==> src/rtl/bus_master_ctrl.sv <==
// 68000-bus initiator: arbitrates for the shared CPU bus with BR/BG/BGACK, runs one
// word/byte read or write cycle per accepted request, then hands the bus back.
module bus_master_ctrl #(
  parameter int unsigned DTACK_TIMEOUT = 255,
  parameter int unsigned SETUP_CYCLES  = 1
) (
  input  logic        clk,
  input  logic        rst,
  input  logic        req,
  input  logic        req_we,
  input  logic [22:0] req_addr,
  input  logic [15:0] req_wdata,
  input  logic [1:0]  req_be,
  output logic        req_ready,
  output logic        rsp_valid,
  output logic [15:0] rsp_rdata,
  output logic        rsp_err,
  output logic        br_n,
  input  logic        bg_n,
  output logic        bgack_n,
  input  logic        as_in_n,
  output logic        as_n_out,
  output logic        rw_out,
  output logic        uds_n_out,
  output logic        lds_n_out,
  output logic        ctl_oe,
  output logic [22:0] addr_out,
  output logic [15:0] data_out,
  output logic        data_oe,
  input  logic [15:0] data_in,
  input  logic        dtack_n,
  input  logic        berr_n
);

  typedef enum logic [2:0] {
    S_IDLE,
    S_BE_ZERO,
    S_REQ_BUS,
    S_OWN,
    S_ASSERT,
    S_WAIT_ACK,
    S_RELEASE,
    S_HANDOFF
  } state_e;

  localparam logic [15:0] TMO_LAST   = 16'(DTACK_TIMEOUT - 1);
  localparam logic [15:0] SETUP_LAST = 16'(SETUP_CYCLES - 1);

  state_e      state_q, state_d;
  logic [15:0] cnt_q, cnt_d;
  logic [22:0] addr_q, addr_d;
  logic [15:0] wdata_q, wdata_d;
  logic [1:0]  be_q, be_d;
  logic        we_q, we_d;
  logic        err_q, err_d;
  logic [15:0] rdata_q, rdata_d;

  logic [1:0]  bgSync_q, asSync_q, dtackSync_q, berrSync_q;
  logic        bgS, asS, dtackS, berrS;
  logic        handoffDone;
  logic        busOwned, strobesOn;

  // All CPU-side handshake lines are asynchronous; reset them to the idle (high) level.
  always_ff @(posedge clk or posedge rst) begin
    if (rst) begin
      bgSync_q    <= 2'b11;
      asSync_q    <= 2'b11;
      dtackSync_q <= 2'b11;
      berrSync_q  <= 2'b11;
    end else begin
      bgSync_q    <= {bgSync_q[0], bg_n};
      asSync_q    <= {asSync_q[0], as_in_n};
      dtackSync_q <= {dtackSync_q[0], dtack_n};
      berrSync_q  <= {berrSync_q[0], berr_n};
    end
  end

  assign bgS    = bgSync_q[1];
  assign asS    = asSync_q[1];
  assign dtackS = dtackSync_q[1];
  assign berrS  = berrSync_q[1];

  always_ff @(posedge clk or posedge rst) begin
    if (rst) begin
      state_q <= S_IDLE;
      cnt_q   <= '0;
      addr_q  <= '0;
      wdata_q <= '0;
      be_q    <= '0;
      we_q    <= 1'b0;
      err_q   <= 1'b0;
      rdata_q <= 16'hFFFF;
    end else begin
      state_q <= state_d;
      cnt_q   <= cnt_d;
      addr_q  <= addr_d;
      wdata_q <= wdata_d;
      be_q    <= be_d;
      we_q    <= we_d;
      err_q   <= err_d;
      rdata_q <= rdata_d;
    end
  end

  // The slave must drop DTACK/BERR before the bus is handed back, but never wait forever.
  assign handoffDone = (dtackS && berrS) || (cnt_q == TMO_LAST);

  always_comb begin
    state_d = state_q;
    addr_d  = addr_q;
    wdata_d = wdata_q;
    be_d    = be_q;
    we_d    = we_q;
    err_d   = err_q;
    rdata_d = rdata_q;
    cnt_d   = cnt_q;

    case (state_q)
      S_IDLE: begin
        if (req) begin
          addr_d  = req_addr;
          wdata_d = req_wdata;
          be_d    = req_be;
          we_d    = req_we;
          err_d   = (req_be == 2'b00);
          state_d = (req_be == 2'b00) ? S_BE_ZERO : S_REQ_BUS;
        end
      end
      S_BE_ZERO: state_d = S_IDLE;
      S_REQ_BUS: begin
        if (!bgS && asS && dtackS) begin
          state_d = S_OWN;
        end
      end
      S_OWN: begin
        if (cnt_q == SETUP_LAST) begin
          state_d = S_ASSERT;
        end
      end
      S_ASSERT: state_d = S_WAIT_ACK;
      S_WAIT_ACK: begin
        // BERR takes priority over a simultaneous DTACK.
        if (!berrS) begin
          err_d   = 1'b1;
          state_d = S_RELEASE;
          if (!we_q) begin
            rdata_d = 16'hFFFF;
          end
        end else if (!dtackS) begin
          state_d = S_RELEASE;
          if (!we_q) begin
            rdata_d = data_in;
          end
        end else if (cnt_q == TMO_LAST) begin
          err_d   = 1'b1;
          rdata_d = 16'hFFFF;
          state_d = S_RELEASE;
        end
      end
      S_RELEASE: state_d = S_HANDOFF;
      S_HANDOFF: begin
        if (handoffDone) begin
          state_d = S_IDLE;
        end
      end
      default: state_d = S_IDLE;
    endcase

    if ((state_d != state_q) || (state_q == S_IDLE)) begin
      cnt_d = '0;
    end else begin
      cnt_d = cnt_q + 16'd1;
    end
  end

  always_comb begin
    req_ready = 1'b0;
    rsp_valid = 1'b0;
    br_n      = 1'b1;
    bgack_n   = 1'b1;
    as_n_out  = 1'b1;
    uds_n_out = 1'b1;
    lds_n_out = 1'b1;
    rw_out    = 1'b1;
    ctl_oe    = 1'b0;
    data_oe   = 1'b0;
    busOwned  = 1'b0;
    strobesOn = 1'b0;

    case (state_q)
      S_IDLE:     req_ready = 1'b1;
      S_BE_ZERO:  rsp_valid = 1'b1;
      S_REQ_BUS:  br_n = 1'b0;
      S_OWN:      busOwned = 1'b1;
      S_ASSERT: begin
        busOwned  = 1'b1;
        as_n_out  = 1'b0;
        strobesOn = ~we_q;
      end
      S_WAIT_ACK: begin
        busOwned  = 1'b1;
        as_n_out  = 1'b0;
        strobesOn = 1'b1;
      end
      S_RELEASE:  busOwned = 1'b1;
      S_HANDOFF: begin
        if (handoffDone) begin
          rsp_valid = 1'b1;
        end else begin
          busOwned = 1'b1;
        end
      end
      default: ;
    endcase

    if (busOwned) begin
      bgack_n = 1'b0;
      ctl_oe  = 1'b1;
      data_oe = we_q;
      rw_out  = ~we_q;
    end
    if (strobesOn) begin
      uds_n_out = ~be_q[1];
      lds_n_out = ~be_q[0];
    end
  end

  assign rsp_err   = rsp_valid & err_q;
  assign rsp_rdata = rdata_q;
  assign addr_out  = addr_q;
  assign data_out  = wdata_q;

endmodule
==> config.mk <==
export PLATFORM = sky130hd
export DESIGN_NAME = bus_master_ctrl
export DESIGN_NICKNAME = d
export VERILOG_FILES = /design/src/rtl/bus_master_ctrl.sv
export SDC_FILE = /design/constraint.sdc
export NUM_CORES = 1
export LEC_CHECK = 0
export CORE_AREA = 2 2 77 97
export DETAILED_ROUTE_END_ITERATION = 8
export DIE_AREA = 0 0 79 99
export DONT_BUFFER_PORTS = 1
export PLACE_DENSITY = 0.71
export SLEW_MARGIN = 20
export SYNTH_ARGS = -nofsm -noshare
export SYNTH_HDL_FRONTEND = slang
export SYNTH_SLANG_ARGS = --single-unit
==> constraint.sdc <==
create_clock -name clk -period 2.75 [get_ports clk]
set_input_delay 0.6875 -clock clk [delete_from_list [all_inputs] [get_ports clk]]
set_output_delay 0.6875 -clock clk [all_outputs]
set_load 0.01 [all_outputs]
==> summary.md, run 1 <==
| Metric | Value |
|---|---|
| Core region area | 6892 um2 |
| P_int | 2.686 mW |
| TritonCTS clock tree | built |
| Clock Skew | 9.294 ps |
| Leakage power of the design | 1.705 nW |
| Max_slew headroom | 52.39% |
| Post-layout instance area | 4135 um2 |
| Initial antenna violation count | 0 |
| Total overflow reported by the global router | 0 |
| Cell count after synthesis | 285 |
| Worst reg2reg path depth | 6 |
| Number of nets in the layout | 366 |
| Post-route minimum period | 2898 ps |
| Register share of total power | 53.2% |
| Category of the critical setup timing path | reg2out |
| Unrepaired setup endpoints after global routing | yes |
| I/O pin count | 131 |
| Floorplan die height | 99 um |
| Clock tree buffer depth | 2 |
| Final RePlAce weighted congestion | 0.8927 |
| Initial standard-cell utilization of the core | 53.61% |
| Fraction of final layout cells with drive strength greater than 1 | 38.61% |
| Share of Yosys cell area claimed by the top area cell type | 41.99% |
| Critical Path Start Type | flip-flop |
| Crit path max-delay family | simple AND/OR/NAND/NOR gates |
| Clock buffers created by TritonCTS | 9 |
| Number of endpoints failing setup at the final stage | 6 |
| Vias in the first global route | 2580 |
| Maximum number of pins on one net before global-route repair | 54 |
| Most area-hungry cell type in the Yosys netlist | sky130_fd_sc_hd__dfrtp_1 |
| Cell depth of the worst setup path | 4 |
| FF+latch count, synth | 86 |
| Detail Route Antenna Nets | 0 |
| Most common flop cell mapped by yosys | sky130_fd_sc_hd__dfrtp_1 |
| Count of unresolved DRC violations after routing | 0 |
| Leading cell types by count after synthesis | sky130_fd_sc_hd__dfrtp_1, sky130_fd_sc_hd__mux2_2, sky130_fd_sc_hd__dfstp_2 |
| Total Routing Usage GR | 20.58% |
| PwrDens | 1012 nW/um2 |
| Maximum vdd drop | 0.6602 mV |
| Leading cell type by number of instances after synthesis | sky130_fd_sc_hd__dfrtp_1 |
| Worst setup slack after layout | -147.7 ps |
| Final wirelength | 7791 um |
| Layout overhead on the synthesized area | 11.92% |
| Signal arrival time at the worst endpoint | 2210 ps |
| Slew Viols, Final | 0 |
| Worst-path maximum fanout | 6 |
| Synth Net Count | 353 |
| Endpoint type of the worst setup path | output pin |
| Number of hold buffers added after cts | 0 |
| CTS sink count | 86 |
| Async set-or-reset flop fraction in the synthesized netlist | 100.0% |
| Number of vias per cell after detailed routing | 6.183 |
| Worst Tran Pin Value | 712.7 ps |
| IO buf count | 0 |
| Post-Syn Area per Cell | 12.96 um2 |
| Required arrival time at the worst endpoint | 2060 ps |
| Result of the run | finished with violations |
| Final Hold Violating Endpoints | 0 |
| Master cell of the clock root buffer | sky130_fd_sc_hd__clkbuf_8 |
| Latest clock arrival within the worst-skew pair | 350 ps |
| Violation count after the first detailed-route iteration | 218 |
| Period utilisation layout | 105.4% |
| Global-route wire length before repair | 12590 um |
| Horiz. Die Dim | 79 um |
| CP bufs+invs | 0 |
| Sum of net half-perimeters after detailed placement | 5261 um |
| Number of synthesized flops with an enable pin | 0 |
| Part of the total power dissipated in combinational logic | 25.7% |
| Tot Pwr | 4.184 mW |
| Vias after detailed routing | 2430 |
| Proportion of power drawn by the clock network | 21.1% |
| Switch share | 35.79% |
| Violations in the final reports | setup timing |
| Die Footprint | 7821 um2 |
| Cell area after placement | 3852 um2 |
| Clock input transition at the sequential cells of the worst setup and hold paths | 90 ps |
| Achievable clock frequency | 0.3451 GHz |
| Largest stage delay on the critical path | 580 ps |
| Reported net switching power | 1.497 mW |
| Crit-path cells | or4_4 > o41ai_4 > and3_2 > or3b_2 |
| Count of distinct cell types in the synthesized netlist | 44 |
| HP Class | in2async |
| Post-Synthesis Cell Area | 3695 um2 |
| Number of synthesis warnings | 0 |
| Core Util, Final | 60.00% |
| Fill cells | 565 |
| Wire per inst | 19.82 um |
| Detailed-routing iteration count for the pre-antenna-repair pass | 4 |
| # Max-Cap Violations | 0 |
| Sequential element share of the synthesized area | 59.06% |
| Maximum level of the CTS H-tree | 3 |
| Cell with the biggest individual delay on the critical path | sky130_fd_sc_hd__or4_4 |
| Number of antenna repair diodes | 0 |
| Top area cells in the synthesized netlist | sky130_fd_sc_hd__dfrtp_1, sky130_fd_sc_hd__dfstp_2, sky130_fd_sc_hd__mux2_2 |
| Row Count | 34 |
## sequential cells by signal, summed over array words and instances (netlist names)
name,count
addr_out,23
berrSync_q,2
state_q,3
err_q,1
cnt_q,16
we_q,1
rsp_rdata,16
data_out,16
asSync_q,2
be_q,2
dtackSync_q,2
bgSync_q,2
## worst paths after layout
check,slack [ps],start,to
setup / recovery,-150,cnt_q[13],rw_out
hold / removal,310,rst,addr_out[11]
setup reg to reg,280,cnt_q[8],cnt_q[15]
hold reg to reg,360,asSync_q[0],asSync_q[1]
max in group asynchronous,1710,rst,asSync_q[0]
min in group clk,330,berr_n,berrSync_q[0]
## power groups by stage
| stage | clock network [mW] | registers [mW] | logic [mW] |
|---|---|---|---|
| after global placement | 0 | 2.24 | 1.02 |
| final | 0.882 | 2.22 | 1.08 |
| after floorplan | 0 | 2.12 | 0.889 |
| after CTS | 0.904 | 2.23 | 1.08 |
| after detailed placement | 0 | 2.25 | 1.06 |
| after global routing | 0.963 | 2.28 | 1.18 |
## placed cells by master (no fill, tap or decap), types with 5 or more instances in the layout
cell                        n
sky130_fd_sc_hd__xor2_1    10
sky130_fd_sc_hd__nor4_1    15
sky130_fd_sc_hd__o21ai_0    5
sky130_fd_sc_hd__nand2_1   12
sky130_fd_sc_hd__o22a_1    16
sky130_fd_sc_hd__nor2_1     6
sky130_fd_sc_hd__dfstp_2   24
sky130_fd_sc_hd__nand4_1    7
sky130_fd_sc_hd__mux2_2    42
sky130_fd_sc_hd__nand3_1    6
sky130_fd_sc_hd__clkbuf_8   9
sky130_fd_sc_hd__dfrtp_1   61
sky130_fd_sc_hd__buf_4     19
## final cells by class
cell class	instances	area, um2	share of cell area [%]
Multi-Input combinational cell	176	1458	35.25
Timing Repair Buffer	20	162.7	3.933
Inverter	5	22.52	0.5446
Sequential cell	86	2183	52.80
Tap cell	90	112.6	2.723
Clock inverter	6	68.82	1.664
Clock buffer	10	127.6	3.086
## worst reg2reg max path, delay by kind of cell (launching register included)
family                 cells  cell delay (ps)
AOI/OAI and AO/OA          2              440
buffers and inverters      2              440
and+or+nand+nor            2             1070
DFF                        1              390
## cells by family (layout without fill, tap and decap cells)
group / count (synthesis) / after routing / share of synthesized area (%)
AOI/OAI and AO/OA: 42 / 42 / 8.805
buffers and inverters: 23 / 41 / 2.743
xor gates and xnor gates: 12 / 12 / 2.845
muxes: 42 / 42 / 12.80
and+or+nand+nor: 77 / 77 / 12.73
adders and majority gates: 3 / 3 / 1.016
DFF: 86 / 86 / 59.06
## what timing repair did
item,CTS,global route
endpoints found under the setup margin,6,6
buffers inserted,4,3
pin swaps,3,3
gates resized for setup,7,0
## metal layers
| layer | wire, um | up-vias | global-route usage [%] |
|---|---|---|---|
| met5 | 0 | - | 0 |
| met1 | 2996 | 1208 | 25.43 |
| met3 | 629 | 17 | 7.051 |
| met2 | 4019 | 123 | 33.12 |
| met4 | 145 | 0 | 8.355 |
| li1 | - | 1082 | - |
## stage by stage
step	TNS [ps]	hold WS, ps	setup slack (ps)	cells
floorplan	0	345.2	13.70	285
global placement	0	345.8	152.7	370
detailed placement	0	347.5	103.0	370
CTS	-504.2	311.5	-152.1	390
global route	-1033	296.9	-207.0	393
finish	-625.4	312.3	-147.7	393
Power figures use the tool's default switching activity.
==> run 2, diff against run 1 <==
PLACE_DENSITY = 0.69   (was 0.71)
clock period = 3.2 ns   (was 2.75 ns; I/O delays follow)
==> run 2 against run 1 <==
Against the previous run:
- the run now ends clean
- final area shrank 2.9%
- combinational power down 21%
- die area is the same
- final cell count is 3.1% lower
- first-iteration DRC count down 39%
- clock power fell by 13%
- total power fell by 15%
- hold slack gained 46 ps
- largest cell class unchanged
- largest power group unchanged
- highest routed layer unchanged
==> summary.md, run 2 (same netlist as run 1, synthesis figures left out) <==
| Metric | Value |
|---|---|
| Unrepaired setup endpoints after global routing | no (was yes) |
| Clock tree buffer depth | 2 (unchanged) |
| # Max-Cap Violations | 0 (unchanged) |
| Leading cell type in the layout, fill and taps excluded | sky130_fd_sc_hd__dfrtp_1 (unchanged) |
| Critical Path Start Type | flip-flop (unchanged) |
| Sum of net half-perimeters after detailed placement | 5058 um (was 5261 um) |
| Period utilisation layout | 96.65% |
| Maximum number of pins on one net before global-route repair | 45 (was 54) |
| Wire per inst | 18.83 um (was 19.82 um) |
| Row Count | 34 (unchanged) |
| Total Routing Usage GR | 18.77% (was 20.58%) |
| Register Area | 2183 um2 (unchanged) |
| Maximum level of the CTS H-tree | 3 (unchanged) |
| Violation count after the first detailed-route iteration | 133 (was 218) |
| IO buf count | 0 (unchanged) |
| Number of nets in the layout | 354 (was 366) |
| Floorplan die height | 99 um (unchanged) |
| Clock Skew | 9.420 ps (was 9.294 ps) |
| Worst reg2reg path depth | 4 (was 6) |
| Vias after detailed routing | 2291 (was 2430) |
| Master cell of the clock root buffer | sky130_fd_sc_hd__clkbuf_8 (unchanged) |
| Hold EP | asSync_q[1] |
| Worst Setup Slack post-DPL | 293.1 ps (was 103.0 ps) |
| Worst Tran Pin Value | 837.1 ps (was 712.7 ps) |
| Fraction of final layout cells with drive strength greater than 1 | 35.40% (was 38.61%) |
| Endpoint type of the worst setup path | output pin (unchanged) |
| Fill cells | 570 (was 565) |
| Critical R2R Launch | cnt_q[8] (unchanged) |
| Slew Viols, Final | 0 (unchanged) |
| Final Hold Violating Endpoints | 0 (unchanged) |
| Number of hold buffers added after cts | 0 (unchanged) |
| Setup slack of the worst register-to-register path | 720 ps (was 280 ps) |
| Register share of total power | 54.2% (was 53.2%) |
| Global-route wire length before repair | 11210 um (was 12590 um) |
| Maximum vdd drop | 0.4197 mV (was 0.6602 mV) |
| WHS Path Cells | 0 |
| Initial antenna violation count | 0 (unchanged) |
| Count of unresolved DRC violations after routing | 0 (unchanged) |
| Clock buffers created by TritonCTS | 9 (unchanged) |
| Number of vias per cell after detailed routing | 6.013 (was 6.183) |
| Final wirelength | 7176 um (was 7791 um) |
| Switch share | 35.46% (was 35.79%) |
| Total overflow reported by the global router | 0 (unchanged) |
| Number of antenna repair diodes | 0 (unchanged) |
| Achievable clock frequency | 0.3233 GHz |
| Worst-path maximum fanout | 9 (was 6) |
| Capturing point of the worst reg2reg path | rsp_rdata[0] (was cnt_q[15]) |
| CTS sink count | 86 (unchanged) |
| Worst setup slack after layout | 107.1 ps (was -147.7 ps) |
| Proportion of power drawn by the clock network | 21.6% (was 21.1%) |
| PwrDens | 882.0 nW/um2 (was 1012 nW/um2) |
| Die Footprint | 7821 um2 (unchanged) |
| Startpoint of the worst hold path | asSync_q[0] |
| Flip-flop count of the largest register, all copies and words added | 23 (unchanged) |
| Category of the critical setup timing path | reg2out (unchanged) |
| CTS-repair resized insts | 1 (was 7) |
| Core region area | 6892 um2 (unchanged) |
| HP Class | reg2reg (was in2async) |
| Signal arrival time at the worst endpoint | 2290 ps (was 2210 ps) |
| Layout overhead on the synthesized area | 8.635% (was 11.92%) |
| Leakage power of the design | 1.637 nW (was 1.705 nW) |
| Result of the run | complete, no violations (was finished with violations) |
| TritonCTS clock tree | built (unchanged) |
| Number of endpoints failing setup at the final stage | 0 (was 6) |
| Most frequent cells in the layout | sky130_fd_sc_hd__dfrtp_1, sky130_fd_sc_hd__mux2_2, sky130_fd_sc_hd__dfstp_2 (unchanged) |
| Initial standard-cell utilization of the core | 53.61% (unchanged) |
| Latest clock arrival within the worst-skew pair | 360 ps (was 350 ps) |
| I/O pin count | 131 (unchanged) |
| Required arrival time at the worst endpoint | 2400 ps (was 2060 ps) |
| Max_slew headroom | 43.76% (was 52.39%) |
| P_int | 2.285 mW (was 2.686 mW) |
| Post-route minimum period | 3093 ps |
| Detailed-routing iteration count for the pre-antenna-repair pass | 4 (unchanged) |
| Clock input transition at the sequential cells of the worst setup and hold paths | 90 ps (about the same) |
| Detail Route Antenna Nets | 0 (unchanged) |
| Reported net switching power | 1.255 mW (was 1.497 mW) |
| Final sum of negative setup slack | 0 ps (was -625.4 ps) |
| Part of the total power dissipated in combinational logic | 24.1% (was 25.7%) |
| Vias in the first global route | 2303 (was 2580) |
| Area of combinational cells with multiple inputs | 1441 um2 (was 1458 um2) |
| Post-CTS setup-driven buffer insertion count | 0 (was 4) |
| Horiz. Die Dim | 79 um (unchanged) |
| Final RePlAce weighted congestion | 0.8279 (was 0.8927) |
## run 2: cell count changes in the layout (fill, tap and decap cells not counted), sizes merged
| cell | before | now |
|---|---|---|
| buf | 20 | 8 |
| clkinv | 2 | 3 |
| clkinvlp | 2 | 1 |
## run 2: cell type report
| cell class | count | share of cell area (%) |
|---|---|---|
| tap | 90 | 2.805 |
| clock inverter | 6 | 1.714 |
| sequential | 86 | 54.40 |
| inverter | 5 | 0.4988 |
| timing repair buffer | 8 | 1.496 |
| multi-input combinational | 176 | 35.91 |
| clock buffer | 10 | 3.180 |
## run 2: how the worst max path moves through the flow
stage / slack (ps) / start / cells after the start / end
after global routing: 20 / cnt_q[8] / 5 / rsp_err
after floorplan: 220 / rst / 1 / addr_out[0]
after global placement: 330 / cnt_q[8] / 4 / rw_out
after CTS: 10 / cnt_q[8] / 4 / rw_out
final: 110 / cnt_q[8] / 5 / rsp_err
after detailed placement: 290 / cnt_q[8] / 4 / rw_out
## run 2: worst max-delay path, cell delays in order, from the launching register on
cell                      delay (ps)
sky130_fd_sc_hd__dfrtp_2         470
sky130_fd_sc_hd__or4_4           590
sky130_fd_sc_hd__o41ai_4         390
sky130_fd_sc_hd__a21oi_1         160
sky130_fd_sc_hd__nor3_1          170
sky130_fd_sc_hd__buf_4           160
## run 2: metrics by stage
stage	instance area (um2)	hold WS, ps	util (%)	cells	power [mW]
after global routing	4014	363.4	58.24	381	3.741
after CTS	3996	358.5	57.99	381	3.578
after floorplan	3695	345.2	-	285	2.585
final	4014	358.4	58.24	381	3.540
after global placement	3792	347.3	55.03	365	2.775
after detailed placement	3792	346.8	55.03	365	2.813
## run 2: power by group through the flow
| stage | logic, mW | clock network [mW] | registers, mW |
|---|---|---|---|
| floorplan | 0.763 | 0 | 1.82 |
| global placement | 0.836 | 0 | 1.94 |
| detailed placement | 0.869 | 0 | 1.94 |
| CTS | 0.867 | 0.782 | 1.93 |
| global route | 0.940 | 0.833 | 1.97 |
| finish | 0.855 | 0.766 | 1.92 |
## run 2: per-layer routing
metal	vias up	share of wire [%]	track usage (%)
met1	1138	41	24.18
met5	-	0	0
met3	7	7.0	6.136
li1	1059	-	-
met2	87	51	29.73
met4	0	1.4	6.897
==> run 3, diff against run 2 <==
MAX_ROUTING_LAYER = met4   (was not set)
PLACE_DENSITY = 0.82   (was 0.69)
clock period = 2.5 ns   (was 3.2 ns; I/O delays follow)
==> run 3 against run 2 <==
Against the previous run:
- the flow now finishes with violations (setup timing)
- register-to-register slack got worse by 920 ps
- via count increased by 5.5%
- flip-flop and latch count unchanged
- final cell count increased by 2.9%
- combinational power increased by 50%
- largest cell class unchanged
- largest power group unchanged
==> summary.md, run 3 (same netlist as run 1, synthesis figures left out) <==
| Metric | Value |
|---|---|
| TritonCTS clock tree | built (unchanged) |
| Register share of total power | 52.6% (was 54.2%) |
| CTS sink count | 86 (unchanged) |
| Initial standard-cell utilization of the core | 53.61% (unchanged) |
| I/O pin count | 131 (unchanged) |
| Endpoint type of the worst setup path | output pin (unchanged) |
| Die Footprint | 7821 um2 (unchanged) |
| Clock input transition at the sequential cells of the worst setup and hold paths | 90 ps (about the same) |
| Final RePlAce weighted congestion | 0.8429 (was 0.8279) |
| Fraction of final layout cells with drive strength greater than 1 | 38.41% (was 35.40%) |
| Initial antenna violation count | 0 (unchanged) |
| Unrepaired setup endpoints after global routing | yes (was no) |
| Number of vias per cell after detailed routing | 6.163 (was 6.013) |
| Period utilisation layout | 112.1% |
| Fill cells | 549 (was 570) |
| Achievable clock frequency | 0.3569 GHz |
| Violations in the final reports | setup timing |
| Part of the total power dissipated in combinational logic | 27.1% (was 24.1%) |
| # Max-Cap Violations | 0 (unchanged) |
| Master cell of the clock root buffer | sky130_fd_sc_hd__clkbuf_8 (unchanged) |
| Maximum number of pins on one net before global-route repair | 44 (was 45) |
| Reported net switching power | 1.677 mW (was 1.255 mW) |
| Number of nets in the layout | 365 (was 354) |
| Detailed-routing iteration count for the pre-antenna-repair pass | 4 (unchanged) |
| Post-layout instance area | 4177 um2 (was 4014 um2) |
| Signal arrival time at the worst endpoint | 2180 ps (was 2290 ps) |
| Global-route wire length before repair | 12760 um (was 11210 um) |
| Core Util, Final | 60.60% (was 58.24%) |
| Switch share | 35.56% (was 35.46%) |
| Number of hold buffers added after cts | 0 (unchanged) |
| Worst reg2reg path depth | 9 (was 4) |
| Sum of net half-perimeters after detailed placement | 5577 um (was 5058 um) |
| Clock tree buffer depth | 2 (unchanged) |
| Critical Path Start Type | flip-flop (unchanged) |
| Flip-flop count of the largest register, all copies and words added | 23 (unchanged) |
| Vias after detailed routing | 2416 (was 2291) |
| P_int | 3.038 mW (was 2.285 mW) |
| IO buf count | 0 (unchanged) |
| Worst Setup Slack post-DPL | 68.81 ps (was 293.1 ps) |
| Detail Route Antenna Nets | 0 (unchanged) |
| Number of antenna repair diodes | 0 (unchanged) |
| Final Hold Violating Endpoints | 0 (unchanged) |
| Cell area after placement | 3885 um2 (was 3792 um2) |
| Final wirelength | 7994 um (was 7176 um) |
| Maximum vdd drop | 0.6372 mV (was 0.4197 mV) |
| Worst-path maximum fanout | 5 (was 9) |
| Worst Tran Pin Value | 734.7 ps (was 837.1 ps) |
| Floorplan die height | 99 um (unchanged) |
| Worst hold margin | 264.0 ps (was 358.4 ps) |
| Horiz. Die Dim | 79 um (unchanged) |
| Layout overhead on the synthesized area | 13.04% (was 8.635%) |
| Maximum level of the CTS H-tree | 3 (unchanged) |
| Proportion of power drawn by the clock network | 20.3% (was 21.6%) |
| Final sum of negative setup slack | -3832 ps (was 0 ps) |
| Clock buffers created by TritonCTS | 9 (unchanged) |
| Vias in the first global route | 2594 (was 2303) |
| Most frequent cells in the layout | sky130_fd_sc_hd__dfrtp_1, sky130_fd_sc_hd__mux2_2, sky130_fd_sc_hd__dfstp_2 (unchanged) |
| Category of the critical setup timing path | reg2out (unchanged) |
| Count of unresolved DRC violations after routing | 0 (unchanged) |
| Max_slew headroom | 50.91% (was 43.76%) |
| Core region area | 6892 um2 (unchanged) |
| Worst setup slack after layout | -301.6 ps (was 107.1 ps) |
| Latest clock arrival within the worst-skew pair | 350 ps (was 360 ps) |
| Wire per inst | 20.39 um (was 18.83 um) |
| Post-route minimum period | 2802 ps |
| Clock Skew | 12.94 ps (was 9.420 ps) |
| Leading cell type in the layout, fill and taps excluded | sky130_fd_sc_hd__dfrtp_1 (unchanged) |
| Leakage power of the design | 1.712 nW (was 1.637 nW) |
| Violation count after the first detailed-route iteration | 128 (was 133) |
| HP Class | in2async (was reg2reg) |
| PwrDens | 1129 nW/um2 (was 882.0 nW/um2) |
| Total Routing Usage GR | 21.53% (was 18.77%) |
| Result of the run | finished with violations (was complete, no violations) |
| Total overflow reported by the global router | 0 (unchanged) |
| Row Count | 34 (unchanged) |
| Number of endpoints failing setup at the final stage | 22 (was 0) |
| Required arrival time at the worst endpoint | 1880 ps (was 2400 ps) |
| Slew Viols, Final | 0 (unchanged) |
## run 3: changes by cell type in the layout (fill, tap and decap cells not counted), sizes merged
cell | before | now
clkbuf | 10 | 12
buf | 8 | 19
bufinv | 1 | 0
clkinv | 3 | 0
inv | 6 | 8
## run 3: power groups by stage
stage | registers (mW) | clock network (mW) | logic, mW
3_3_place_gp | 2.48 | 0 | 1.09
4_1_cts | 2.49 | 0.984 | 1.17
6_report | 2.48 | 0.959 | 1.28
2_1_floorplan | 2.33 | 0 | 0.987
5_1_grt | 2.54 | 1.05 | 1.39
3_5_place_dp | 2.50 | 0 | 1.16
## run 3: layer usage
layer	routed length [um]	GRT usage [%]	vias up	share of wire, %
met5	0	-	-	0
met4	145	8.090	0	1.8
met3	636	7.418	15	8.0
met1	2998	25.20	1218	38
li1	-	-	1078	-
met2	4213	34.29	105	53
## run 3: per-stage QoR
stage	instances	total power, mW
3_5_place_dp	369	3.659
6_report	392	4.715
5_1_grt	392	4.983
2_1_floorplan	285	3.319
3_3_place_gp	369	3.574
4_1_cts	388	4.640
## run 3: final timing paths
| path | slack (ps) | to | start |
|---|---|---|---|
| worst max-delay path | -300 | rw_out | cnt_q[8] |
| worst min-delay path | 260 | data_out[9] | rst |
| worst max register to register | -200 | cnt_q[14] | cnt_q[8] |
| worst min register to register | 360 | berrSync_q[1] | berrSync_q[0] |
| max in group asynchronous | 1570 | addr_out[21] | rst |
| min in group clk | 270 | dtackSync_q[0] | dtack_n |
## run 3: layout make-up
class                   instances  area, um2  share of cell area (%)
well taps                      90      112.6                   2.696
flip-flops and latches         86       2182                   52.25
repair buffers                 19      191.4                   4.584
clock buffers                  12      166.4                   3.984
clock inverters                 4      32.53                  0.7789
multi-input cells             176       1469                   35.17
inverters                       5      22.52                  0.5392
## run 3: repair_timing
item / 4_1_cts / 5_1_grt
setup endpoints to repair: 6 / 22
resized for setup: 3 / 12
cloned: 0 / 1
setup buffers: 3 / 3
pin swaps: 2 / 7
## run 3: critical path, stage by stage (launching register included)
cell	delay [ps]
sky130_fd_sc_hd__dfrtp_1	400
sky130_fd_sc_hd__or4_4	570
sky130_fd_sc_hd__o41ai_4	430
sky130_fd_sc_hd__and3_4	280
sky130_fd_sc_hd__or3b_4	150
